## config.mk

```make
export PLATFORM = sky130hd
export DESIGN_NAME = nibble_swap_arbiter
export DESIGN_NICKNAME = d
export VERILOG_FILES = /design/src/rtl/nibble_swap_arbiter_pkg.sv /design/src/rtl/nibble_swap_arbiter_rr.sv /design/src/rtl/nibble_swap_arbiter.sv
export SDC_FILE = /design/constraint.sdc
export NUM_CORES = 1
export LEC_CHECK = 0
export ABC_AREA = 1
export BUFFER_PORTS_ARGS = -buffer_cell sky130_fd_sc_hd__buf_2
export CELL_PAD_IN_SITES_DETAIL_PLACEMENT = 0
export CELL_PAD_IN_SITES_GLOBAL_PLACEMENT = 2
export CORE_ASPECT_RATIO = 1.25
export CORE_MARGIN = 3
export CORE_UTILIZATION = 27
export CTS_CLUSTER_SIZE = 16
export DETAILED_ROUTE_END_ITERATION = 10
export GPL_TIMING_DRIVEN = 0
export PLACE_DENSITY = 0.91
export SYNTH_ARGS = -nofsm -noshare
export SYNTH_HDL_FRONTEND = slang
export SYNTH_HIERARCHICAL = 1
export SYNTH_SLANG_ARGS = --single-unit
export TNS_END_PERCENT = 20
```

## constraint.sdc

```tcl
create_clock -name clk -period 3 [get_ports clk]
set_clock_uncertainty 0.2 [all_clocks]
set_input_delay 0.75 -clock clk [delete_from_list [all_inputs] [get_ports clk]]
set_output_delay 0.75 -clock clk [all_outputs]
set_load 0.05 [all_outputs]
```

## src/rtl/nibble_swap_arbiter_pkg.sv

```systemverilog
// Shared definitions for the nibble-swap arbiter slice.
//   NIBBLE_W / BYTE_W : datapath widths
//   swap_nibbles()    : exchanges the two nibbles of a byte when en=1, else passes it through
package nibble_swap_pkg;

    localparam int NIBBLE_W = 4;
    localparam int BYTE_W   = 8;

    function automatic logic [BYTE_W-1:0] swap_nibbles(input logic [BYTE_W-1:0] b,
                                                       input logic              en);
        return en ? {b[NIBBLE_W-1:0], b[BYTE_W-1:NIBBLE_W]} : b;
    endfunction

endpackage

```

## src/rtl/nibble_swap_arbiter_rr.sv

```systemverilog
// Stateless round-robin grant selection.
//   req       : request vector
//   ptr       : index where the search starts (wraps modulo N)
//   en        : when 0 the one-hot grant is forced to zero (index is still computed)
//   grant     : one-hot grant
//   grant_idx : binary index of the selected requester (0 when none is requesting)
module rr_arbiter #(
    parameter int unsigned N  = 4,
    parameter int unsigned IW = 2
) (
    input  logic [N-1:0]  req,
    input  logic [IW-1:0] ptr,
    input  logic          en,
    output logic [N-1:0]  grant,
    output logic [IW-1:0] grant_idx
);

    logic found;

    always_comb begin : sel
        int unsigned idx;
        grant     = '0;
        grant_idx = '0;
        found     = 1'b0;
        idx       = 0;
        for (int unsigned k = 0; k < N; k++) begin
            idx = (32'(ptr) + k) % N;
            if (!found && req[idx]) begin
                found      = 1'b1;
                grant_idx  = IW'(idx);
                grant[idx] = en;
            end
        end
    end

endmodule

```

## src/rtl/nibble_swap_arbiter.sv

```systemverilog
// Shares one nibble-swap datapath between NUM_REQ byte sources.
//   clk, rst_n : clock (rising edge), asynchronous active-low reset
//   req_valid  : per-requester byte valid
//   req_data   : packed bytes, requester i at [8*i+7:8*i]
//   req_swap   : per-requester nibble-swap enable
//   req_ready  : one-hot grant, combinational
//   out_valid, out_data, out_id, out_ready : registered valid/ready output port
//   xfer_cnt   : count of accepted bytes, wraps
module nibble_swap_arbiter
    import nibble_swap_pkg::*;
#(
    parameter int unsigned NUM_REQ = 4,
    parameter int unsigned ID_W    = 2,
    parameter int unsigned CNT_W   = 16
) (
    input  logic                      clk,
    input  logic                      rst_n,
    input  logic [NUM_REQ-1:0]        req_valid,
    input  logic [BYTE_W*NUM_REQ-1:0] req_data,
    input  logic [NUM_REQ-1:0]        req_swap,
    output logic [NUM_REQ-1:0]        req_ready,
    output logic                      out_valid,
    output logic [BYTE_W-1:0]         out_data,
    output logic [ID_W-1:0]           out_id,
    input  logic                      out_ready,
    output logic [CNT_W-1:0]          xfer_cnt
);

    logic [ID_W-1:0]   rr_ptr;
    logic [ID_W-1:0]   grant_idx;
    logic [NUM_REQ-1:0] grant;
    logic              slot_free;
    logic              accept;
    logic [BYTE_W-1:0] sel_data;
    logic              sel_swap;

    // rst_n gating keeps req_ready low during reset even though out_valid=0 frees the slot.
    assign slot_free = !out_valid || out_ready;
    assign accept    = rst_n && slot_free && (|req_valid);

    rr_arbiter #(
        .N  (NUM_REQ),
        .IW (ID_W)
    ) u_rr (
        .req       (req_valid),
        .ptr       (rr_ptr),
        .en        (accept),
        .grant     (grant),
        .grant_idx (grant_idx)
    );

    assign req_ready = grant;

    always_comb begin
        sel_data = '0;
        sel_swap = 1'b0;
        for (int unsigned i = 0; i < NUM_REQ; i++) begin
            if (grant[i]) begin
                sel_data = req_data[i*BYTE_W +: BYTE_W];
                sel_swap = req_swap[i];
            end
        end
    end

    always_ff @(posedge clk or negedge rst_n) begin
        if (!rst_n) begin
            out_valid <= 1'b0;
            out_data  <= '0;
            out_id    <= '0;
            xfer_cnt  <= '0;
            rr_ptr    <= '0;
        end else if (accept) begin
            out_data  <= swap_nibbles(sel_data, sel_swap);
            out_id    <= grant_idx;
            out_valid <= 1'b1;
            xfer_cnt  <= xfer_cnt + CNT_W'(1);
            rr_ptr    <= (grant_idx == ID_W'(NUM_REQ - 1)) ? '0 : grant_idx + ID_W'(1);
        end else if (out_ready) begin
            out_valid <= 1'b0;
        end
    end

endmodule
```

==> results_dict.tcl, run 1 <==
set metrics [dict create \
    final_cells 566 \
    arrival_ps 2080 \
    place_hpwl_um 5300 \
    worstPathRequired_ps 2050 \
    max_freq_mhz 330 \
    synth_area_per_cell_sq_um 6.73 \
    power.total_w 0.00354 \
    layout-drive-gt1-share_pct 34.7 \
    mostFrequentLayoutCells "nand2_1 (146), buf_2 (69), nand3_1 (31), dfrtp_1 (28), inv_1 (26)" \
    wl_um 6730 \
    yosysWarnings 6 \
    power.leakage_nw 1.77 \
    setup_ws_ps -27.7 \
    drt-pass1-iter-count 4 \
    overflow 0 \
    num_antenna_cells 0 \
    grt_pass1_vias 2538 \
    drv_cap 0 \
    relSlewSlack_pct 80.7 \
    numCtsBuffers 5 \
    synthMuxAreaShare_pct 0 \
    violations "setup timing" \
    io_pins 74 \
    cp_slowest_cell "dfrtp_1" \
    rows 37 \
    path_cells "buf_6, inv_8, ha_4, inv_4, nand3_4, nand2_4, nor2_8, nand2_4, nor2_8, nand2_1, o211ai_1, buf_4" \
    setup_viol 2 \
    synth_top_family_by_area "simple AND/OR/NAND/NOR gates" \
    clock_latency_ps 280 \
    area_growth_pct 35.3 \
    grt_pass1_wl_um 11700 \
    num-fill-cells 928 \
    critPathKind "flip-flop to output port" \
    rsz0062_at_grt "true" \
    gp_congestion 0.764 \
    cp-end-kind "output port" \
    ys_seq_area_share_pct 30.2 \
    core_sq_um 8430 \
    cp_top_family "simple AND/OR/NAND/NOR gates" \
    grt_max_degree 31 \
    clockBufferDepth 2 \
    synth.cell_area_sq_um 2400 \
    hold_path_class "input pin to async pin" \
    placedCellCount 547 \
    top_layer_used "met4" \
    nets 497 \
    die_w_um 90.4 \
    hold_viol_final 0 \
    antenna_found_initial 0 \
    wl_per_cell_um 11.9 \
    clock-sinks 29 \
    cts.reportedPaths.clkPinSlew_ps 70 \
    fin_tns_setup_ps -42.2 \
    fin_crit_sh_pct 101 \
    die_area_sq_um 10100 \
    viasPerCell 4.38 \
    io_buffers 73 \
    p_per_area_nw_per_um2 1090 \
    postCtsHoldBufs 0 \
    synthSimpleGateAreaFrac_pct 44.7 \
    die_y_um 111 \
    synthAdderAreaFrac_pct 3.12 \
    synth_fp_nets 406 \
    status "finished, violations left" \
    start_kind "flip-flop" \
    fin_crit_ps 3030 \
    synth-compound-area-share_pct 6.61 \
    ys_types 31 \
    synthCells 357 \
    route.vias.total 2480 \
    drc 0 \
    cts-root-buf "clkbuf_8" \
    drtAntennaViolNets 0 \
    final_util_pct 38.6 \
    report.final.slew_viol_count 0 \
    worst-path-buf-inv 4 \
    multi_input_area_sq_um 1500 \
    htree_levels 2 \
    wl_met1_um 3100 \
    ys_seq_elements 29 \
    dr_wl_met3_um 332 \
    wl_met2_um 3230 \
    layout_commonest_cell "nand2_1" \
    synth_xor_area_share_pct 4.37 \
    worst_pin_slew_ps 288 \
    cts_tree "done" \
    ir_worst_vdd_v 0.000499 \
    worst_hold_slack_ps 114 \
    final-seq-area_sq_um 727 \
    track_usage_pct 13.8 \
    drt_iter0_markers 58 \
    initial_core_util_pct 28.5 \
    cpPeakStageDelay_ps 370 \
    cp_max_fo 6 \
]
## worst register-to-register path, stage by stage (launching register included)
cell      delay [ps]
dfrtp_1          370
buf_6            130
inv_8             40
ha_4             300
inv_4             60
nand3_4           60
nand2_4           60
nor2_8           120
nand2_4           80
nor2_8           120
nand2_1           70
o211ai_1         140
buf_4            170
buf_6            150
inv_8             50
nand3_2           50
nand2_1           50
nand2_2           80
nand2_4          100
inv_6            100
nand2_1           50
nand3_1           60
nand2_1           50
## registers in the layout (all words and copies together) (netlist names)
register and count:
out_data 8, out_id 2, out_valid 1, rr_ptr 2, xfer_cnt 16
## cells in the mapped netlist
cell | n | area (sq um)
nand3b_1 | 1 | 7.51
nor3_1 | 2 | 10.0
nand3_2 | 4 | 40.0
buf_6 | 4 | 45.0
o21ai_1 | 2 | 10.0
nor2_1 | 15 | 56.3
nor2_2 | 6 | 37.5
xor2_1 | 9 | 78.8
nand2_4 | 5 | 56.3
or2_2 | 1 | 6.26
buf_4 | 5 | 37.5
o21a_1 | 2 | 15.0
nand2_2 | 6 | 37.5
nand4_1 | 3 | 18.8
nand3_1 | 34 | 170
a21oi_1 | 11 | 55.1
xnor2_1 | 3 | 26.3
buf_2 | 1 | 5.00
dfrtp_1 | 29 | 726
a22oi_1 | 3 | 22.5
inv_6 | 1 | 8.76
nor2_4 | 2 | 22.5
ha_1 | 6 | 75.1
o21ai_2 | 1 | 8.76
o21ai_0 | 5 | 25.0
o211ai_1 | 3 | 22.5
inv_2 | 2 | 7.51
inv_1 | 34 | 128
nor2_8 | 2 | 40.0
inv_8 | 3 | 33.8
nand2_1 | 152 | 571
## through the flow
step	worst slack, ps	instance area (sq um)
after global routing	-170	3250
final	-27.7	3250
after detailed placement	-620	2980
after global placement	-610	2980
after floorplan	-229	2460
after CTS	-116	3220
## repair_timing
| action | 4_1_cts | 5_1_grt |
|---|---|---|
| hold endpoints to repair | 0 | 0 |
| resized for setup | 15 | 6 |
| pin swaps | 9 | 6 |
| endpoints found under the setup margin | 12 | 9 |
| setup buffers | 9 | 2 |
## final timing paths
path                                    startpoint                 endpoint  slack [ps]  depth (start not counted)
max                          rr_ptr[0]$_DFFE_PN0P_             req_ready[1]         -30                         12
min                                          rst_n  out_data[0]$_DFFE_PN0P_         110                          1
max reg2reg                  rr_ptr[0]$_DFFE_PN0P_  out_data[4]$_DFFE_PN0P_         230                         22
min reg2reg                out_data[6]$_DFFE_PN0P_  out_data[6]$_DFFE_PN0P_         280                          2
max in group asynchronous                    rst_n    rr_ptr[1]$_DFFE_PN0P_        2270                          1
min in group clk           out_data[6]$_DFFE_PN0P_  out_data[6]$_DFFE_PN0P_         280                          2
## where the power goes
group / total (W) / switching (W) / internal, W / leakage, nW
logic: 0.00241 / 0.00162 / 0.000795 / 1.33
clock network: 0.000481 / 0.000151 / 0.000330 / 0.0681
registers: 0.000648 / 0.000123 / 0.000525 / 0.372
total: 0.00354 / 0.00189 / 0.00165 / 1.77
## kinds of logic after synthesis
logic type               Yosys count
AND/OR/NAND/NOR                  233
adder cells (fa/ha/maj)            6
flip-flops                        29
XOR/XNOR                          12
AO/OA/AOI/OAI                     27
buffers and inverters             50
## layer usage
layer  vias to the layer above  GRT usage [%]
li1                       1299              -
met2                        67           24.7
met4                         0           3.17
met3                         6           2.84
met1                      1108           16.9
met5                         -              0
## area by class of cell
class | instances | share of cell area, %
tap | 117 | 4.50
timing repair buffer | 84 | 14.5
clock inverter | 3 | 2.00
clock buffer | 5 | 2.12
sequential | 29 | 22.3
inverter | 40 | 5.62
buffer | 10 | 2.92
multi-input combinational | 278 | 46.0
No activity file was read; power rests on OpenSTA's default activity.
==> run 2, diff against run 1 <==
--- a/config.mk
+++ b/config.mk
@@ -16,6 +16,7 @@
 export DETAILED_ROUTE_END_ITERATION = 10
 export GPL_TIMING_DRIVEN = 0
 export PLACE_DENSITY = 0.91
+export REMOVE_ABC_BUFFERS = 1
 export SYNTH_ARGS = -nofsm -noshare
 export SYNTH_HDL_FRONTEND = slang
 export SYNTH_HIERARCHICAL = 1
==> run 2 against run 1 <==
Compared with the run above:
- the flow now finishes without violations
- utilization grew 0.15 points
- wire length shrank 2.2%
- cell area grew 0.38%
- clock power shrank 33%
- sequential power grew 2%
- hold slack lost 24 ps
- first-iteration DRC count grew 74%
- fmax grew 1.9%
- register-to-register slack gained 40 ps
- largest power group unchanged
==> results_dict.tcl, run 2 (same netlist as run 1, synthesis figures left out) <==
set metrics [dict create \
    status "complete, no violations" \
    cts-root-buf "clkbuf_8" \
    path_cells "buf_2, inv_1, nand2_2, nand3_4, nand2_8, nor2_8, nand2_4, nor2_8, nand2_1, o211ai_1, buf_4" \
    die_area_sq_um 10100 \
    grt_max_degree 32 \
    cpPeakStageDelay_ps 250 \
    largest_reg_flops 16 \
    relSlewSlack_pct 81.3 \
    arrival_ps 2020 \
    p_seq_share_pct 19.1 \
    largest-register "xfer_cnt" \
    cp_top_family "simple AND/OR/NAND/NOR gates" \
    max_freq_mhz 336 \
    layout-drive-gt1-share_pct 36.4 \
    core_sq_um 8430 \
    layout_commonest_cell "nand2_1" \
    route.vias.total 2477 \
    io_pins 74 \
    worstPathRequired_ps 2050 \
    initial_core_util_pct 28.5 \
    place_hpwl_um 4670 \
    cts.reportedPaths.clkPinSlew_ps 60 \
    antenna_found_initial 0 \
    power.leakage_nw 1.75 \
    ir_worst_vdd_v 0.000419 \
    setup_ws_ps 28.1 \
    start_kind "input pin" \
    numCtsBuffers 5 \
    die_w_um 90.4 \
    grt_pass1_wl_um 11500 \
    switchingPower_w 0.00192 \
    setup_viol 0 \
    clockBufferDepth 2 \
    cp-end-kind "output port" \
    comb_power_share_pct 71.6 \
    worstSetupStartpoint "req_valid[0]" \
    cp_max_fo 5 \
    nets 497 \
    viasPerCell 4.38 \
    report.final.slew_viol_count 0 \
    reg2reg_from "rr_ptr[1]$_DFFE_PN0P_" \
    overflow 0 \
    drc 0 \
    clock-sinks 29 \
    drv_cap 0 \
    die_y_um 111 \
    fin_crit_ps 2970 \
    rsz0062_at_grt "true" \
    wl_um 6580 \
    grt_pass1_vias 2476 \
    gp_congestion 0.852 \
    worst_hold_slack_ps 89.8 \
    power_frac_clock_pct 9.3 \
    clock_latency_ps 280 \
    fin_crit_sh_pct 99.1 \
    worst-path-buf-inv 3 \
    mostFrequentLayoutCells "nand2_1 (140), buf_2 (68), nand3_1 (32), dfrtp_1 (27), inv_1 (26)" \
    final_util_pct 38.8 \
    drt_iter0_markers 101 \
    track_usage_pct 13.6 \
    fin_tns_setup_ps 0 \
    wl_per_cell_um 11.6 \
    switching_share_pct 55.5 \
    area_growth_pct 35.9 \
    p_per_area_nw_per_um2 1060 \
    io_buffers 73 \
    cp_slowest_cell "buf_4" \
    critPathKind "input pin to output port" \
    worst_pin_slew_ps 279 \
    num_antenna_cells 0 \
    dpl_cell_area_sq_um 2830 \
    hold_path_class "input pin to async pin" \
    htree_levels 2 \
    postCtsHoldBufs 0 \
    crit_path_frequent_cell "nor2_8" \
    drt-pass1-iter-count 4 \
    rows 37 \
    reg_top3 "xfer_cnt x16, out_data x8" \
    place_ws_ps -2200 \
    hold_viol_final 0 \
    p_int_w 0.00154 \
    fin_area_sq_um 3270 \
    cts_tree "done" \
    drtAntennaViolNets 0 \
]
run 2: power groups by stage:
stage               Combinational (W)  Clock [W]  Sequential, W
CTS                           0.00236   0.000333       0.000663
finish                        0.00248   0.000323       0.000663
detailed placement            0.00206          0       0.000688
global route                  0.00276   0.000351       0.000687
floorplan                     0.00125          0        0.00105
global placement              0.00204          0       0.000686
run 2: area by class of cell:
cell class	instances	area, sq um
flip-flops and latches	29	728
clock buffers	7	86.3
well taps	117	146
repair inverters	1	8.76
inverters	40	198
repair buffers	92	556
fillers	930	5160
multi-input cells	279	1540
run 2: final timing paths:
| check | end | slack, ps | cells after the start |
|---|---|---|---|
| min in group clk | out_data[5]$_DFFE_PN0P_ | 270 | 2 |
| max reg2reg | out_data[6]$_DFFE_PN0P_ | 270 | 20 |
| max in group asynchronous | rr_ptr[1]$_DFFE_PN0P_ | 2310 | 1 |
| min | xfer_cnt[6]$_DFFE_PN0P_ | 90 | 1 |
| max | req_ready[2] | 30 | 11 |
| min reg2reg | out_data[5]$_DFFE_PN0P_ | 270 | 2 |
run 2: metal layers:
layer	up-vias	routed length (um)	track usage [%]
met1	1090	2980	17.0
met3	9	334	2.36
met5	-	0	0
met2	74	3160	23.5
li1	1304	-	-
met4	0	100	4.90
run 2: what timing repair did:
action	CTS	global route
cloned	2	0
resized for setup	35	23
endpoints found under the setup margin	12	12
pin swaps	12	13
buffers inserted	16	3
run 2: worst register-to-register path, stage by stage (launching register included):
cell and delay, ps:
dfrtp_2 440, buf_6 130, buf_4 150, nand3_4 130, nand2_8 90, nor2_8 150
nand2_4 80, nor2_8 120, nand2_1 70, o211ai_1 130, buf_4 160, buf_6 150
inv_8 60, nor2_2 90, nor2_2 40, nand2_2 80, nand2_4 90, inv_6 90
nand2_1 50, nand3_1 70, nand2_1 50
run 2: through the flow:
stage	power, W	std cells
2_1_floorplan	0.00230	347
3_3_place_gp	0.00273	537
3_5_place_dp	0.00275	537
4_1_cts	0.00336	562
5_1_grt	0.00380	565
6_report	0.00346	565
==> run 3, diff against run 2 <==
--- a/config.mk
+++ b/config.mk
@@ -5,13 +5,12 @@
 export SDC_FILE = /design/constraint.sdc
 export NUM_CORES = 1
 export LEC_CHECK = 0
-export ABC_AREA = 1
 export BUFFER_PORTS_ARGS = -buffer_cell sky130_fd_sc_hd__buf_2
 export CELL_PAD_IN_SITES_DETAIL_PLACEMENT = 0
 export CELL_PAD_IN_SITES_GLOBAL_PLACEMENT = 2
 export CORE_ASPECT_RATIO = 1.25
 export CORE_MARGIN = 3
-export CORE_UTILIZATION = 27
+export CORE_UTILIZATION = 29
 export CTS_CLUSTER_SIZE = 16
 export DETAILED_ROUTE_END_ITERATION = 10
 export GPL_TIMING_DRIVEN = 0
==> constraint.sdc (replaced) <==
create_clock -name clk -period 3 [get_ports clk]
set_clock_uncertainty 0.2 [all_clocks]
set_input_delay 0.75 -clock clk [delete_from_list [all_inputs] [get_ports clk]]
set_output_delay 0.75 -clock clk [all_outputs]
set_load 0.01 [all_outputs]
==> run 3 against run 2 <==
Compared with the run above:
- the flow now finishes with violations (setup timing)
- global-route usage decreased by 0.12 points
- first-iteration DRC count is 59% lower
- clock power shrank 7.1%
- cell area shrank 7.5%
- sequential power is 8.0% lower
- synthesized area fell by 17%
- count of clock-buffer cells in the layout is 1 lower
- fmax shrank 3.9%
- wire length fell by 18%
- critical path depth fell by 5
- sequential share of layout area is 1.8 points higher
- worst setup slack worse by 120 ps
- critical path type unchanged
==> results_dict.tcl, run 3 <==
set metrics [dict create \
    status "finished, violations left" \
    violations "setup timing" \
    comb_power_share_pct 65.9 \
    drc 0 \
    io_buffers 73 \
    cpPeakStageDelay_ps 560 \
    cts_tree "done" \
    yosysWarnings 6 \
    core_sq_um 6610 \
    grt_pass1_wl_um 8710 \
    initial_core_util_pct 30.2 \
    path_cells "buf_6, mux4_2, nor2b_4, a22oi_2, o221ai_4, buf_2" \
    nets 348 \
    antenna_found_initial 0 \
    drt_iter0_markers 41 \
    power_frac_clock_pct 11.2 \
    yosysTopAreaCellShare_pct 36.3 \
    hold_viol_final 0 \
    synth_edf_count 0 \
    cp_max_fo 10 \
    largest-register "xfer_cnt" \
    rsz0062_at_grt "true" \
    htree_levels 2 \
    ys_seq_area_share_pct 36.3 \
    worst_pin_slew_ps 344 \
    wl_per_cell_um 13.9 \
    track_usage_pct 13.5 \
    fin_crit_ps 3090 \
    postCtsHoldBufs 0 \
    rows 33 \
    final_cells 387 \
    clock-sinks 29 \
    place_hpwl_um 3640 \
    wl_um 5400 \
    layout_commonest_cell "buf_2" \
    power.total_w 0.00267 \
    p_int_w 0.00158 \
    switching_share_pct 40.8 \
    worst_hold_slack_ps 92.5 \
    async_flop_share_pct 100 \
    synth.area.top_cells "dfrtp_1 (36%), xnor2_1 (4.8%), mux2i_1 (4.5%)" \
    synth.cell_area_sq_um 2000 \
    reg_top3 "xfer_cnt x16, out_data x8" \
    cp-end-kind "output port" \
    die_area_sq_um 7930 \
    cts.reportedPaths.clkPinSlew_ps 60 \
    layout-drive-gt1-share_pct 48.7 \
    area_growth_pct 51.2 \
    p_per_area_nw_per_um2 883 \
    numCtsBuffers 5 \
    max_freq_mhz 323 \
    ys_types 49 \
    setup_ws_ps -93.8 \
    ys_seq_elements 29 \
    arrival_ps 2140 \
    ys.flop_type "dfrtp_1" \
    setup_viol 4 \
    placedCellCount 354 \
    viasPerCell 4.95 \
    largest_reg_flops 16 \
    ir_worst_vdd_v 0.000397 \
    cp_slowest_cell "mux4_2" \
    relSlewSlack_pct 77.0 \
    drt-pass1-iter-count 4 \
    io_pins 74 \
    synthCells 205 \
    power.leakage_nw 1.37 \
    worstPathRequired_ps 2050 \
    route.vias.total 1915 \
    report.final.slew_viol_count 0 \
    switchingPower_w 0.00109 \
    synth_top_area_cell "dfrtp_1" \
    num-fill-cells 630 \
    fin_crit_sh_pct 103 \
    yosysMostFrequentCell "dfrtp_1" \
    clockBufferDepth 2 \
    drtAntennaViolNets 0 \
    clock_latency_ps 270 \
    mostFrequentLayoutCells "buf_2 (67), dfrtp_1 (27), buf_4 (17), nand2_1 (15), nor2_1 (15)" \
    p_seq_share_pct 22.8 \
    synth_area_per_cell_sq_um 9.75 \
    gp_congestion 0.751 \
    cts-root-buf "clkbuf_8" \
    critPathKind "input pin to output port" \
    grt_pass1_vias 1910 \
    num_antenna_cells 0 \
    drv_cap 0 \
    start_kind "input pin" \
    die_w_um 80.2 \
    die_y_um 98.8 \
    hold_path_class "input pin to async pin" \
    overflow 0 \
    grt_max_degree 31 \
    netlist_top_cells_count "dfrtp_1 (29), a21oi_1 (16), nand2_1 (16), nor2_1 (16)" \
]
-- run 3: changes by cell type after synthesis, sizes merged, moves of 5 or more --
| cell | before | now |
|---|---|---|
| o22ai | 0 | 9 |
| nand3 | 38 | 5 |
| nand2 | 163 | 16 |
| xor2 | 9 | 4 |
| mux2 | 0 | 6 |
| xnor2 | 3 | 11 |
| a22oi | 3 | 12 |
| mux2i | 0 | 9 |
| a21oi | 11 | 17 |
| inv | 40 | 6 |
| nor2 | 25 | 16 |
-- run 3: layer usage --
layer,up-vias,share of wire (%),GRT usage (%),routed length (um)
met5,-,0,0,0
met1,885,41,15.2,2190
met3,14,5.9,2.83,318
li1,948,-,-,-
met2,68,51,24.4,2740
met4,0,2.8,5.20,150
-- run 3: kinds of logic after synthesis --
kind of cell | synth area share, %
mux | 11.3
simple gates | 16.3
xor+xnor | 6.57
buf+inv | 4.88
fa+ha+maj | 3.76
flops | 36.3
compound gates | 20.9
-- run 3: worst max-delay path, delay by kind of cell --
| family | cells | cell delay [ps] |
|---|---|---|
| buf+inv | 2 | 290 |
| simple gates | 1 | 220 |
| compound gates | 2 | 320 |
| mux | 1 | 560 |
-- run 3: layout make-up --
class	instances	area, sq um	area share (%)
multi-input cells	158	1350	44.6
flip-flops and latches	29	728	24.1
repair buffers	99	726	24.0
well taps	87	109	3.60
clock buffers	6	72.6	2.40
inverters	6	27.5	0.911
clock inverters	2	10.0	0.331
-- run 3: final timing paths --
check | from | endpoint | slack (ps) | depth (start not counted)
worst max-delay path | req_valid[0] | req_ready[2] | -90 | 6
worst min-delay path | rst_n | xfer_cnt[15]$_DFFE_PN0P_ | 90 | 1
worst max register to register | rr_ptr[0]$_DFFE_PN0P_ | out_data[1]$_DFFE_PN0P_ | 50 | 13
worst min register to register | xfer_cnt[15]$_DFFE_PN0P_ | xfer_cnt[15]$_DFFE_PN0P_ | 270 | 1
max in group asynchronous | rst_n | rr_ptr[0]$_DFFE_PN0P_ | 2320 | 1
min in group clk | xfer_cnt[15]$_DFFE_PN0P_ | xfer_cnt[15]$_DFFE_PN0P_ | 270 | 1
-- run 3: per-stage QoR --
step	util, %	cell area, sq um	setup WS (ps)	TNS, ps
2_1_floorplan	-	1920	-1750	-21670
3_3_place_gp	36.3	2400	-3760	-74010
3_5_place_dp	36.9	2440	-1820	-18790
4_1_cts	43.4	2870	-76.0	-215
5_1_grt	45.7	3020	-166	-1070
6_report	45.7	3020	-93.8	-279
-- run 3: what timing repair did --
item                       in CTS  in global routing
setup buffers                  18                  6
cloned                          1                  0
resized for setup              39                 19
pin swaps                       6                 14
setup endpoints to repair      14                 12
-- run 3: power groups by stage --
stage                     Clock, W  Sequential (W)  Combinational, W
after floorplan                  0        0.000689          0.000806
after global placement           0        0.000654           0.00118
after detailed placement         0        0.000659           0.00120
after CTS                 0.000320        0.000612           0.00157
after global routing      0.000335        0.000627           0.00193
final                     0.000300        0.000610           0.00176
